File: src/rtl/load_store_unit.sv
// Word-wide data-memory initiator: sub-word loads with extension, sub-word stores by read-modify-write.
// Optional LSU_MISALIGN_TRAP_EN: flag misaligned h/w accesses with resp_err instead of truncating the address.
//
// state   | meaning
// IDLE    | ready for a request; memory port idle
// RADDR   | read address presented to memory
// RDATA   | read word on mem_dout; extend (load) or merge (sub-word store)
// WRITE   | write word presented to memory (mem_we=1)
// WCOMMIT | write committing (or misaligned trap); response issued on exit

module load_store_unit #(
   parameter int ADDRW = 10
) (
   input  logic        clk,
   input  logic        rst,
   input  logic        req_valid,
   output logic        req_ready,
   input  logic        req_we,
   input  logic [2:0]  req_funct3,
   input  logic [31:0] req_addr,
   input  logic [31:0] req_wdata,
   output logic        resp_valid,
   output logic [31:0] resp_rdata,
   output logic        resp_err,
   output logic        mem_we,
   output logic [31:0] mem_addr,
   output logic [31:0] mem_din,
   input  logic [31:0] mem_dout
);

   typedef enum logic [2:0] {IDLE, RADDR, RDATA, WRITE, WCOMMIT} state_t;

   localparam logic [1:0] SZ_B = 2'd0;
   localparam logic [1:0] SZ_H = 2'd1;
   localparam logic [1:0] SZ_W = 2'd2;

   state_t             state;
   logic               we_q;
   logic [1:0]         size_q;
   logic               sign_q;
   logic               err_q;
   logic [ADDRW-1:0]   addr_q;
   logic [31:0]        wdata_q;

   logic [1:0]         req_size;
   logic               req_signed;
   logic               req_misalign;
   logic [31:0]        req_word_addr;
   logic [7:0]         byte_sel;
   logic [15:0]        half_sel;
   logic [31:0]        load_ext;
   logic [31:0]        merged;
   logic               unused_addr_hi;

   assign req_ready      = (state == IDLE) && !rst;
   assign req_word_addr  = {{(32-ADDRW){1'b0}}, req_addr[ADDRW-1:2], 2'b00};
   assign unused_addr_hi = ^req_addr[31:ADDRW];

   // Unsigned widths on a store and undefined codes fall back to a word access.
   always_comb begin
      req_size   = SZ_W;
      req_signed = 1'b0;
      case (req_funct3)
         3'b000: begin
            req_size   = SZ_B;
            req_signed = 1'b1;
         end
         3'b001: begin
            req_size   = SZ_H;
            req_signed = 1'b1;
         end
         3'b100: if (!req_we) req_size = SZ_B;
         3'b101: if (!req_we) req_size = SZ_H;
         default: ;
      endcase
   end

`ifdef LSU_MISALIGN_TRAP_EN
   assign req_misalign = ((req_size == SZ_H) && req_addr[0]) ||
                         ((req_size == SZ_W) && (req_addr[1:0] != 2'b00));
`else
   assign req_misalign = 1'b0;
`endif

   // Little-endian lane pick; halfword lane ignores addr[0], so odd halfwords truncate to even.
   always_comb begin
      byte_sel = mem_dout[{addr_q[1:0], 3'b000} +: 8];
      half_sel = mem_dout[{addr_q[1], 4'b0000} +: 16];
      case (size_q)
         SZ_B:    load_ext = {{24{sign_q & byte_sel[7]}}, byte_sel};
         SZ_H:    load_ext = {{16{sign_q & half_sel[15]}}, half_sel};
         default: load_ext = mem_dout;
      endcase
      merged = mem_dout;
      case (size_q)
         SZ_B:    merged[{addr_q[1:0], 3'b000} +: 8] = wdata_q[7:0];
         SZ_H:    merged[{addr_q[1], 4'b0000} +: 16] = wdata_q[15:0];
         default: merged = wdata_q;
      endcase
   end

   always_ff @(posedge clk or posedge rst) begin
      if (rst) begin
         state      <= IDLE;
         we_q       <= 1'b0;
         size_q     <= SZ_W;
         sign_q     <= 1'b0;
         err_q      <= 1'b0;
         addr_q     <= '0;
         wdata_q    <= '0;
         resp_valid <= 1'b0;
         resp_rdata <= '0;
         resp_err   <= 1'b0;
         mem_we     <= 1'b0;
         mem_addr   <= '0;
         mem_din    <= '0;
      end else begin
         case (state)
            IDLE: begin
               resp_valid <= 1'b0;
               if (req_valid && req_ready) begin
                  we_q    <= req_we;
                  size_q  <= req_size;
                  sign_q  <= req_signed;
                  err_q   <= req_misalign;
                  addr_q  <= req_addr[ADDRW-1:0];
                  wdata_q <= req_wdata;
                  if (req_misalign) begin
                     state <= WCOMMIT;
                  end else if (req_we && (req_size == SZ_W)) begin
                     state    <= WRITE;
                     mem_we   <= 1'b1;
                     mem_addr <= req_word_addr;
                     mem_din  <= req_wdata;
                  end else begin
                     state    <= RADDR;
                     mem_addr <= req_word_addr;
                  end
               end
            end
            RADDR: state <= RDATA;
            RDATA: begin
               if (!we_q) begin
                  resp_rdata <= load_ext;
                  resp_err   <= 1'b0;
                  resp_valid <= 1'b1;
                  mem_addr   <= '0;
                  state      <= IDLE;
               end else begin
                  mem_we  <= 1'b1;
                  mem_din <= merged;
                  state   <= WRITE;
               end
            end
            WRITE: begin
               mem_we  <= 1'b0;
               mem_din <= '0;
               state   <= WCOMMIT;
            end
            WCOMMIT: begin
               resp_rdata <= '0;
               resp_err   <= err_q;
               resp_valid <= 1'b1;
               mem_addr   <= '0;
               state      <= IDLE;
            end
            default: state <= IDLE;
         endcase
      end
   end

endmodule

File: config.mk
export PLATFORM = sky130hd
export DESIGN_NAME = load_store_unit
export DESIGN_NICKNAME = d
export VERILOG_FILES = /design/src/rtl/load_store_unit.sv
export SDC_FILE = /design/constraint.sdc
export NUM_CORES = 1
export LEC_CHECK = 0
export CAP_MARGIN = 25
export CORE_UTILIZATION = 43
export CTS_BUF_LIST = sky130_fd_sc_hd__clkbuf_8
export CTS_CLUSTER_DIAMETER = 150
export DETAILED_ROUTE_END_ITERATION = 8
export PLACE_DENSITY = 0.82
export SYNTH_ARGS = -nofsm -noshare
export SYNTH_HDL_FRONTEND = slang
export SYNTH_SLANG_ARGS = --single-unit
File: constraint.sdc
create_clock -name clk -period 4.8 [get_ports clk]
set_input_delay 0.96 -clock clk [delete_from_list [all_inputs] [get_ports clk]]
set_output_delay 0.96 -clock clk [all_outputs]
set_load 0.01 [all_outputs]
# After elaboration in Yosys (flattened, before gate mapping)
# Cells that the tools add are included.
[classes]
addsub = 2
eq_ne = 13
shifts = 6
muxes = 29
bitwise = 2
reduce_logical = 16
[op_table]
columns = ["op", "n"]
rows = [
  ["$mux W32", 6],
  ["$pmux W32 S2", 3],
  ["$pmux W32 S3", 2],
  ["$bwmux W32", 2],
  ["$shift A16 B7 Y32 const A", 1],
  ["$shift A8 B7 Y32 const A", 1],
  ["$shiftx A16 B7 Y32", 1],
  ["$shiftx A32 B6 Y16", 1],
  ["$shiftx A32 B6 Y8", 1],
  ["$shiftx A8 B7 Y32", 1],
  ["$neg A5 Y7", 2],
  ["$pmux W3 S4", 1],
  ["$eq A3 B3 Y1 const B", 3],
  ["$mux W2", 4],
  ["$pmux W2 S4", 1],
  ["$eq A3 B1 Y1 const B", 2],
  ["$eq A3 B2 Y1 const B", 2],
  ["$logic_not A3 Y1", 2],
  ["$mux W1", 6],
  ["$pmux W1 S3", 2],
  ["$reduce_and A2 Y1", 3],
  ["$reduce_bool A3 Y1", 2],
  ["$ne A2 B1 Y1 const B", 2],
  ["$ne A2 B2 Y1 const B", 2],
  ["other kinds (12)", 15],
]
[totals]
ff_bits = 140
inputBits = 103
out_inout_bits = 100
elab_cells = 80

# Logic depth before layout (Yosys ltp)
[depth]
ltp_word = 7
mapped_depth = 10

# Worst setup path after synthesis
# No wires, ideal clock.
[synth_timing]
path_kind = "reg2reg"
from = "reg addr_q[1]"
to = "reg mem_din[1]"
setup_time_ps = 82
arrival_time_ps = 2258
required_ps = 4718
path_slack_ps = 2460
path_stages_with_launch = 11
path_buffers = 3
synth_period_minus_slack_ps = 2340
cell_sequence = "dfrtp_1 > buf_6 > clkbuf_1 > inv_1 > ha_1 > nor4b_1 > or3_1 > clkbuf_1 > a21o_1 > o211ai_1 > a31oi_1"
[synth_via]
elab_chain_cells = 6
word_cells_on_any_way = 11
cone_classes = "add/sub: 2; shift: 4; mux: 5"
[synth_rtl]
columns = ["item", "line_no", "text"]
rows = [
  ["from (decl)", "42", "logic [ADDRW-1:0] addr_q;"],
  ["from (signal assigned)", "126", "addr_q <= req_addr[ADDRW-1:0];"],
  ["$neg A5 Y7, on equally long branches", "97, 96", ""],
  ["$shiftx A16 B7 Y32, or another cell as far along", "97", "SZ_H: merged[{addr_q[1], 4'b0000} +: 16] = wdata_q[15:0];"],
  ["$bwmux W32, on equally long branches", "97, 96", ""],
  ["$pmux W32 S2 *", "95", "case (size_q)"],
  ["$mux W32 *", "143", "if (!we_q) begin"],
  ["$pmux W32 S3 *", "118", "case (state)"],
  ["to (signal assigned)", "134", "mem_din <= req_wdata;"],
  ["to (signal assigned)", "151", "mem_din <= merged;"],
  ["to (decl)", "27", "output logic [31:0] mem_din,"],
]
# Every way passes the cells marked *; elsewhere a longest branch is shown, timed or not. The select of a mux whose other input is x is not followed.
# A chain may end at the register's enable or synchronous reset.

# Worst setup path in the final report
[layout_timing]
from = "in rst"
to = "out req_ready"
[layout_via]
elab_chain_cells = 2
[layout_rtl]
columns = ["item", "line_no", "text"]
rows = [
  ["from (decl)", "15", "input logic rst,"],
  ["$logic_not A1 Y1 (no line)", "n/a", ""],
  ["$logic_and A1 B1 Y1", "55", "assign req_ready = (state == IDLE) && !rst;"],
  ["to (decl)", "17", "output logic req_ready,"],
]
# Every way passes these cells.

==> results_dict.tcl <==
set metrics [dict create \
    status "finished clean" \
    core-area_sq_um 14100 \
    die-area_sq_um 15200 \
    drive_above_1_share_pct 10.6 \
    yosys-top-cells-area "dfrtp_1, nand2_1, mux2_2, o21ai_0, buf_4" \
    yosysMostFrequentCell "dfrtp_1" \
    die_w_um 123 \
    reg2reg_slack_ns 1.96 \
    postRouteAntennaNets 0 \
    post-place-cells 970 \
    clk_pin_slew_worst_paths_ns 0.07 \
    dp_slack_ns 1.41 \
    vias 5891 \
    via_per_inst 5.87 \
    finalHoldViolations 0 \
    power_leakage_nw 3.57 \
    rsz0062_at_grt "no" \
    maxCapViolCount 0 \
    fp-row-count 43 \
    setup_viol 0 \
    ys_types 59 \
    async_flop_share_pct 100 \
    period_share_pct 68.3 \
    synth.avg_cell_area_sq_um 9.39 \
    grt_pass1_wl_um 29600 \
    num_antenna_cells 0 \
    synth_edf_count 0 \
    critical_path_class "primary input to output pin" \
    area_growth_pct 32.4 \
    synth_commonest_cells "dfrtp_1, nand2_1, o21ai_0" \
    wirelength_um 19200 \
    grt.total_usage_pct 26.3 \
    rr_startpoint "addr_q[1]" \
    synthCells 674 \
    grt_max_degree 79 \
    ir_worst_vdd_mv 0.270 \
    final_cells 1004 \
    r2r-end "mem_din[6]" \
    fp.dieH_um 123 \
    htreeDepth 4 \
    total_power_mw 5.60 \
    hold_buffers 0 \
    ys.warnings.count 0 \
    firstDrtPassIters 9 \
    min_period_ns 3.28 \
    grt_pass1_vias 5384 \
    ys_seq_area_share_pct 45.5 \
    arrival_ns 2.32 \
    crit_required_ns 3.84 \
    postCtsSetupRepairBufs 0 \
    clock_path_buffers 2 \
    cp-end-kind "output pin" \
    synth_top_area_cell "dfrtp_1" \
    powerDensity_nw_per_um2 668 \
    dp_hpwl_um 13700 \
    gp_congestion 0.929 \
    fmax_ghz 0.305 \
    hp-start "resp_rdata[11]" \
    numCtsBuffers 17 \
    overflow 0 \
    hold_depth 1 \
    fin_ws_ns 1.52 \
    hp-class "flip-flop to flip-flop" \
    finClkSkew_ns 0.00623 \
    clock-sinks 115 \
    yosys_register_bits 115 \
    clkLatencyLatePin_ns 0.44 \
    antenna_found_initial 0 \
    synth_top_area_share_pct 45.1 \
    wl_per_cell_um 19.2 \
    portBuffers 155 \
    reg2reg_depth 7 \
    post_cts_resized 0 \
    io_pins 203 \
    fin_setup_tns_ns 0 \
    worst_slew_pin_slew_ns 0.890 \
    netlist_area_sq_um 6330 \
    holdPathEnd "resp_rdata[11]" \
    drt_iter0_drc 671 \
    start_kind "primary input" \
    drcViolationCount 0 \
    root_buffer "clkbuf_8" \
    ys.flop_type "dfrtp_1" \
    nNetsFinal 920 \
    tritoncts "done" \
    max_slew_margin_pct 40.7 \
    path_max_fanout 3 \
    start_util_pct 44.9 \
    drv_slew 0 \
]
## worst max-delay path, cell delays in order
cell             delay (ns)
clkdlybuf4s50_1        0.52
nor4_4                 0.23
clkdlybuf4s50_1        0.61
## cell usage in the layout, fill, tap and decap left out, types with 2 or more instances in the layout
cell,Yosys,final
a31oi_1,17,17
ha_1,5,5
dfrtp_1,114,114
mux2_2,30,30
buf_4,30,9
conb_1,1,25
a22oi_1,2,2
o21a_1,13,13
o221ai_1,8,8
nor4_4,3,3
a21o_1,13,13
nor3b_1,3,3
a222oi_1,15,15
nor2b_1,3,3
inv_1,31,31
nand2b_1,5,5
nand2_1,101,101
bufinv_16,0,4
clkbuf_8,0,22
nor2_1,49,49
mux2i_1,9,9
o22ai_1,6,6
clkdlybuf4s50_1,0,155
o21ai_1,6,5
a2bb2oi_1,7,7
or3_1,2,2
o211a_1,5,5
a221o_1,7,7
o211ai_1,8,8
a221oi_1,14,14
clkinvlp_4,0,3
o21ai_0,60,60
a21oi_1,41,40
## layout make-up
class	instances	area, sq um
Clock inverter	9	151
Inverter	31	119
Tap cell	180	225
Clock buffer	22	303
Sequential cell	115	2880
Multi-Input combinational cell	481	3040
Fill cell	1212	5720
Timing Repair Buffer	166	1670
## power breakdown
group	switching [mW]	leakage (nW)	internal [mW]
logic	1.42	1.95	1.31
clock network	0.401	0.224	0.630
registers	0.424	1.40	1.41
total	2.25	3.57	3.35
## cells by family (layout without fill, tap and decap cells)
group / after synthesis / count (layout) / synth area share [%]
AOI/OAI and AO/OA: 234 / 234 / 25.6
and+or+nand+nor: 177 / 177 / 12.7
DFF: 115 / 115 / 45.5
buffers and inverters: 102 / 228 / 8.20
muxes: 40 / 40 / 7.00
adders and majority gates: 5 / 5 / 0.989
other: 1 / 25 / 0.0593
## metal layers
layer	up-vias	GRT usage, %	routed length [um]
li1	2662	-	-
met1	2827	35.3	7820
met2	357	40.9	8940
met3	45	7.06	2000
met4	0	9.56	483
met5	-	0	0
## how the worst max path moves through the flow
stage	from	to	slack [ns]	depth (start not counted)
after floorplan	rst	addr_q[0]	0.80	1
after global placement	rst	mem_din[1]	1.47	7
after detailed placement	rst	mem_din[4]	1.41	7
after CTS	rst	req_ready	1.53	3
after global routing	rst	req_ready	1.49	3
final	rst	req_ready	1.52	3
## per-stage QoR
step | cell area [sq um] | hold WS (ns) | utilization (%)
detailed placement | 7870 | 0.469 | 55.8
finish | 8380 | 0.478 | 59.4
global placement | 7870 | 0.461 | 55.8
global route | 8380 | 0.495 | 59.4
CTS | 8320 | 0.485 | 59.1
floorplan | 6420 | 0.450 | -
## registers in the layout (all words and copies together), names as in the netlist
| name | count |
|---|---|
| addr_q | 2 |
| mem_addr | 8 |
| mem_din | 32 |
| mem_we | 1 |
| resp_rdata | 32 |
| resp_valid | 1 |
| sign_q | 1 |
| size_q | 2 |
| state | 3 |
| wdata_q | 32 |
| we_q | 1 |
(Power assumes the default switching activity.)
